==> src/rtl/jk_counter_ctrl.sv <==
// Run/pause/stop/reload sequencer for a WIDTH-bit JK flip-flop counter bank.
// Optional feature: define JK_CTRL_DONE_CNT_EN to add the saturating done_cnt output.
module jk_counter_ctrl #(
    parameter int unsigned WIDTH = 3
) (
    input  logic             clk,
    input  logic             reset,
    input  logic             start,
    input  logic             stop,
    input  logic             pause,
    input  logic             up,
    input  logic             auto_reload,
    input  logic [WIDTH-1:0] load_val,
    input  logic [WIDTH-1:0] term_val,
    output logic [WIDTH-1:0] count,
    output logic [WIDTH-1:0] jk_j,
    output logic [WIDTH-1:0] jk_k,
    output logic             busy,
    output logic             done
`ifdef JK_CTRL_DONE_CNT_EN
    ,
    output logic [7:0]       done_cnt
`endif
);

    typedef enum logic [1:0] {
        IDLE  = 2'b00,
        RUN   = 2'b01,
        PAUSE = 2'b10,
        DONE  = 2'b11
    } state_t;

    state_t           state;
    state_t           state_next;
    logic             at_term;
    logic             step;
    logic             load;
    logic             chain;
    logic [WIDTH-1:0] step_jk;
    logic [WIDTH-1:0] drive_j;
    logic [WIDTH-1:0] drive_k;

    // Bit i toggles when all lower bits are 1 (up) or all 0 (down).
    always_comb begin
        step_jk    = '0;
        step_jk[0] = 1'b1;
        chain      = 1'b1;
        for (int unsigned i = 1; i < WIDTH; i++) begin
            chain      = chain & (up ? count[i-1] : ~count[i-1]);
            step_jk[i] = chain;
        end
    end

    always_comb begin
        state_next = state;
        step       = 1'b0;
        load       = 1'b0;
        at_term    = (state == RUN) && (count == term_val);
        if (stop) begin
            state_next = IDLE;
        end else if (start && (state == IDLE || state == DONE)) begin
            state_next = RUN;
            load       = 1'b1;
        end else begin
            case (state)
                RUN: begin
                    if (pause) begin
                        state_next = PAUSE;
                    end else if (at_term) begin
                        if (auto_reload) load = 1'b1;
                        else             state_next = DONE;
                    end else begin
                        step = 1'b1;
                    end
                end
                PAUSE: begin
                    if (!pause) state_next = RUN;
                end
                default: ;
            endcase
        end
    end

    // Loads use J=d, K=~d; steps use J=K=toggle mask; otherwise J=K=0 holds.
    always_comb begin
        drive_j = '0;
        drive_k = '0;
        if (load) begin
            drive_j = load_val;
            drive_k = ~load_val;
        end else if (step) begin
            drive_j = step_jk;
            drive_k = step_jk;
        end
    end

    assign jk_j = step ? step_jk : '0;
    assign jk_k = step ? step_jk : '0;
    assign busy = (state == RUN) || (state == PAUSE);
    assign done = at_term;

    always_ff @(posedge clk or negedge reset) begin
        if (!reset) begin
            state <= IDLE;
            count <= '0;
        end else begin
            state <= state_next;
            count <= (drive_j & ~count) | (~drive_k & count);
        end
    end

`ifdef JK_CTRL_DONE_CNT_EN
    always_ff @(posedge clk or negedge reset) begin
        if (!reset) begin
            done_cnt <= '0;
        end else if (stop) begin
            done_cnt <= '0;
        end else if (done && done_cnt != 8'hFF) begin
            done_cnt <= done_cnt + 8'd1;
        end
    end
`endif

endmodule
==> config.mk <==
export PLATFORM = sky130hd
export DESIGN_NAME = jk_counter_ctrl
export DESIGN_NICKNAME = d
export VERILOG_FILES = /design/src/rtl/jk_counter_ctrl.sv
export SDC_FILE = /design/constraint.sdc
export NUM_CORES = 1
export LEC_CHECK = 0
export CORE_MARGIN = 1
export CORE_UTILIZATION = 35
export CTS_CLUSTER_SIZE = 10
export DETAILED_ROUTE_END_ITERATION = 10
export HOLD_SLACK_MARGIN = 0.12
export PLACE_DENSITY = 0.83
export SLEW_MARGIN = 30
export SYNTH_ARGS = -nofsm -noshare
export SYNTH_HDL_FRONTEND = slang
export SYNTH_SLANG_ARGS = --single-unit
==> constraint.sdc <==
create_clock -name clk -period 2.1 [get_ports clk]
set_input_delay 0.42 -clock clk [delete_from_list [all_inputs] [get_ports clk]]
set_output_delay 0.42 -clock clk [all_outputs]
set_load 0.01 [all_outputs]
After elaboration in Yosys (flattened, before gate mapping):

Index checks and enable logic that the tools add are counted.

* reduce and logical (&&, ||, !) cells: 7
* multiplexer cells: 23
* bitwise logic cells: 9
* equality and inequality tests: 7

Operator list (count)
* two-way mux 1 bit: 13
* two-way mux 2 bit: 6
* != test 5 bit (second input constant): 2
* two-way mux 3 bit: 3
* inverter 3 bit: 3
* AND 3 bit: 2
* == test 2 bit (second input constant): 2
* != test 4 bit (second input constant): 1
* case mux 2 bit (2 select lines): 1
* AND reduction 4 bit: 1
* nonzero test 4 bit: 1
* == test 3 bit: 1
* bitwise OR 3 bit: 1
* == test 2 x 1 -> 1 bit (second input constant): 1
* logical AND 1 bit: 2
* logical NOT 2 bit: 1
* logical OR 1 bit: 2
* inverter 1 bit: 2
* AND 1 bit: 1

* output and inout bits: 11
* register bits after elaboration: 5
* bits of input ports: 13

Depth between registers and ports, before layout:

* depth in word-level cells: 12
* depth in mapped cells: 7

Least setup slack after synthesis:

Ideal clock, no wire load.

* kind: register to output
* from: reg state[0]
* to: out jk_k[2]
* data arrival time: 1.790 ns
* stages on the path, launching flop included: 8
* slack: -0.110 ns
* path buffers: 2
* cells stage by stage: dfrtp_1 -> inv_1 -> ha_1 -> a211oi_1 -> nand2_1 -> clkbuf_1 -> nor3_1 -> buf_4

* longest elaborated chain between the ends: 8
* elaborated cells between the ends (all ways): 12
* classes of those cells: eq/ne: 2; mux: 6; reduce/logical: 4

Ends and longest elaborated chain
* from (decl): line 33 `state_t state;`
* from (signal assigned): line 107 `state <= state_next;`
* == test 2 x 1 -> 1 bit: line 58, 65
* logical AND 1 bit: line 58 `at_term = (state == RUN) && (count == term_val);`
* two-way mux 1 bit: line 69 `end else if (at_term) begin`
* two-way mux 1 bit: line 67 `if (pause) begin`
* two-way mux 1 bit: line 65 `case (state)`
* two-way mux 1 bit *: line 61 `end else if (start && (state == IDLE || state == DONE)) begin`
* two-way mux 1 bit *: line 59 `if (stop) begin`
* two-way mux 3 bit *
* to (decl): line 17 `output logic [WIDTH-1:0] jk_k,`

Every way passes the cells marked *; elsewhere a longest branch is shown, timed or not.

Worst setup path in the final report:

* from: reg state[0]
* to: out jk_k[2]

* longest elaborated chain between the ends: 8
* elaborated cells between the ends (all ways): 12
* classes of those cells: eq/ne: 2; mux: 6; reduce/logical: 4

Ends and longest elaborated chain
* == test 2 x 1 -> 1 bit: line 58, 65
* logical AND 1 bit: line 58
* two-way mux 1 bit: line 69
* two-way mux 1 bit: line 67
* two-way mux 1 bit: line 65
* two-way mux 1 bit *: line 61
* two-way mux 1 bit *: line 59
* two-way mux 3 bit *: line 98 `assign jk_k = step ? step_jk : '0;`

Marked as above.

==> metrics.yaml <==
htreeDepth: 1
synth_top_family_by_area: "simple AND/OR/NAND/NOR gates"
start_kind: "register"
cts_tree: "done"
worst_slack_ns: 0.00771
worstPathRequired_ns: 1.68
maxCapViolations: 0
die_w_um: 38.9
avgSynthCellArea_um2: 8.67
fin_cells: 107
grt_overflow: 0
min_path_type: "in2async"
numCtsBuffers: 3
hold_buffers: 0
synthSimpleGateAreaFrac_pct: 23.1
crit_type: "reg2out"
worstSetupStartpoint: "state[0]$_DFFE_PN0P_"
synth_nets: 71
power.switching_uw: 366
final_common_cell: "buf_4"
syn_to_final_growth_pct: 80.8
synth-seq-cells: 5
synth-seq-area-share_pct: 26.2
hold_viol: 0
grt_first_pass_wirelength_um: 2260
num_rows: 12
gp_congestion: 0.728
clk_pin_slew_worst_paths_ns: 0.05
synth-adder-area-share_pct: 7.87
clkPwrFrac_pct: 11.9
diodes: 0
final_util_pct: 72.7
die_area_um2: 1510
setup_viol: 0
dpl_worst_slack_ns: -0.339
drtIter0Drc: 6
post-route-period-util_pct: 99.6
seqPwrFrac_pct: 19.7
synth_compound_area_share_pct: 21.5
p_int_uw: 581
layout_common_cells: "buf_4, clkdlybuf4s50_1, buf_2, nor2_1, dfrtp_1"
layout_min_cycle_time_ns: 2.09
routed_wl_um: 1400
cp_max_fo: 3
muxShareOfSynthArea_pct: 0
worstSkewPairLatency_ns: 0.24
cts-root-buf: "clkbuf_4"
start_util_pct: 40.2
port_buffers: 23
power.total_uw: 947
wl_per_cell_um: 13.1
dieHeight_um: 38.9
leakage_uw: 0.000421
post-place-cells: 99
cts.sink_count: 5
slew_headroom_pct: 66.0
via_count: 570
synthXorXnorAreaFrac_pct: 7.35
clockBufferDepth: 2
fmax_mhz: 478
peakVddDrop_mv: 0.733
status: "finished, final reports clean"
num_io_pins: 24
fin_skew_ns: 0.00786
synth_cells: 55
track_usage_pct: 22.3
antenna_found_initial: 0
remaining_drc_errors: 0
power_density_nw_per_um2: 1100
yosysWarnings: 0
rsz0062_at_grt: "yes"
ant_nets: 0
post-dp-hpwl_um: 1000
grt_pass1_vias: 584
tightest_slew_ns: 0.504
rr_startpoint: "state[0]$_DFFE_PN0P_"
netlist_area_um2: 477
sw_frac_of_total_pct: 38.6
grt_max_degree: 9
crit_arrival_ns: 1.67
vias_per_cell: 5.33
dpl-instance-area_um2: 785
final_cell_area_um2: 862
nets: 110
synthDistinctLibCells: 27
maxSlewViolCount: 0
drive_gt1_share_pct: 38.7
critPathCaptureType: "output pin"
core_um2: 1190
combinationalPowerShare_pct: 68.4
dr.pass1.iters: 3
-- flip-flops by register name, summed over array words and instances, names as in the netlist --
name and count:
state 2, count 3
-- cell families (layout without fill, tap and decap cells) --
kind of cell,after synthesis,in the layout
compound gates,14,14
xor+xnor,4,4
fa+ha+maj,3,3
simple gates,18,18
buf+inv,11,49
flops,5,5
-- what timing repair did --
item,in CTS,in global routing
cloned,0,0
setup buffers,4,1
setup endpoints to repair,8,10
resized for setup,29,5
pin swaps,3,2
-- power by group through the flow --
| stage | Sequential (uW) | Clock [uW] | Combinational [uW] |
|---|---|---|---|
| finish | 186 | 113 | 647 |
| global route | 191 | 129 | 705 |
| CTS | 178 | 117 | 608 |
| detailed placement | 176 | 0 | 575 |
| global placement | 174 | 0 | 563 |
| floorplan | 202 | 0 | 255 |
-- worst paths after layout --
check | end | slack, ns | cells after the start
max in group asynchronous | count[0]$_DFF_PN0_ | 1.52 | 1
setup / recovery | jk_k[2] | 0.008 | 7
hold reg to reg | count[2]$_DFF_PN0_ | 0.64 | 2
min in group clk | count[2]$_DFF_PN0_ | 0.64 | 2
setup reg to reg | count[1]$_DFF_PN0_ | 0.16 | 8
hold / removal | state[0]$_DFFE_PN0P_ | 0.39 | 1
-- layer usage --
layer | vias up | GRT usage, % | wire, um
li1 | 282 | - | -
met1 | 265 | 22.0 | 573
met2 | 23 | 43.3 | 740
met3 | 0 | 7.51 | 84
met4 | 0 | 5.17 | 0
met5 | - | 0 | 0
-- cell usage after synthesis --
cell	n	area (um^2)
a211oi_1	1	7.51
a21oi_1	1	5.00
a221oi_1	1	8.76
a22o_1	2	17.5
a31oi_1	3	18.8
a41oi_1	1	8.76
and3_2	1	7.51
and3b_1	1	8.76
and4_4	1	11.3
buf_4	4	30.0
clkbuf_1	1	3.75
clkbuf_8	1	13.8
dfrtp_1	5	125
ha_1	3	37.5
inv_1	5	18.8
nand2_1	2	7.51
nor2_1	5	18.8
nor3_1	3	15.0
nor4bb_1	2	20.0
o211a_1	1	10.0
o21ai_0	1	5.00
o22ai_1	1	6.26
o31ai_1	2	15.0
or3_1	1	6.26
or4_1	2	15.0
xnor2_1	3	26.3
xor2_1	1	8.76
-- critical path, cell delays in order, from the launching register on --
cell and delay [ns]:
dfrtp_1 0.39, inv_2 0.09, ha_4 0.21, a211oi_2 0.17, nand2_1 0.11, buf_6 0.14
nor3_4 0.17, buf_2 0.15
-- layout make-up --
type	instances	area, um^2
flip-flops and latches	5	125
fillers	107	324
inverters	5	18.8
clock buffers	4	26.3
multi-input cells	39	342
repair buffers	40	333
well taps	14	17.5
-- per-stage QoR --
stage          hold WS [ns]   TNS, ns
2_1_floorplan         0.124  -0.00193
3_3_place_gp          0.601     -2.32
3_5_place_dp          0.615     -2.18
4_1_cts               0.391         0
5_1_grt               0.397    -0.524
6_report              0.389         0
Power figures use the tool's default switching activity.
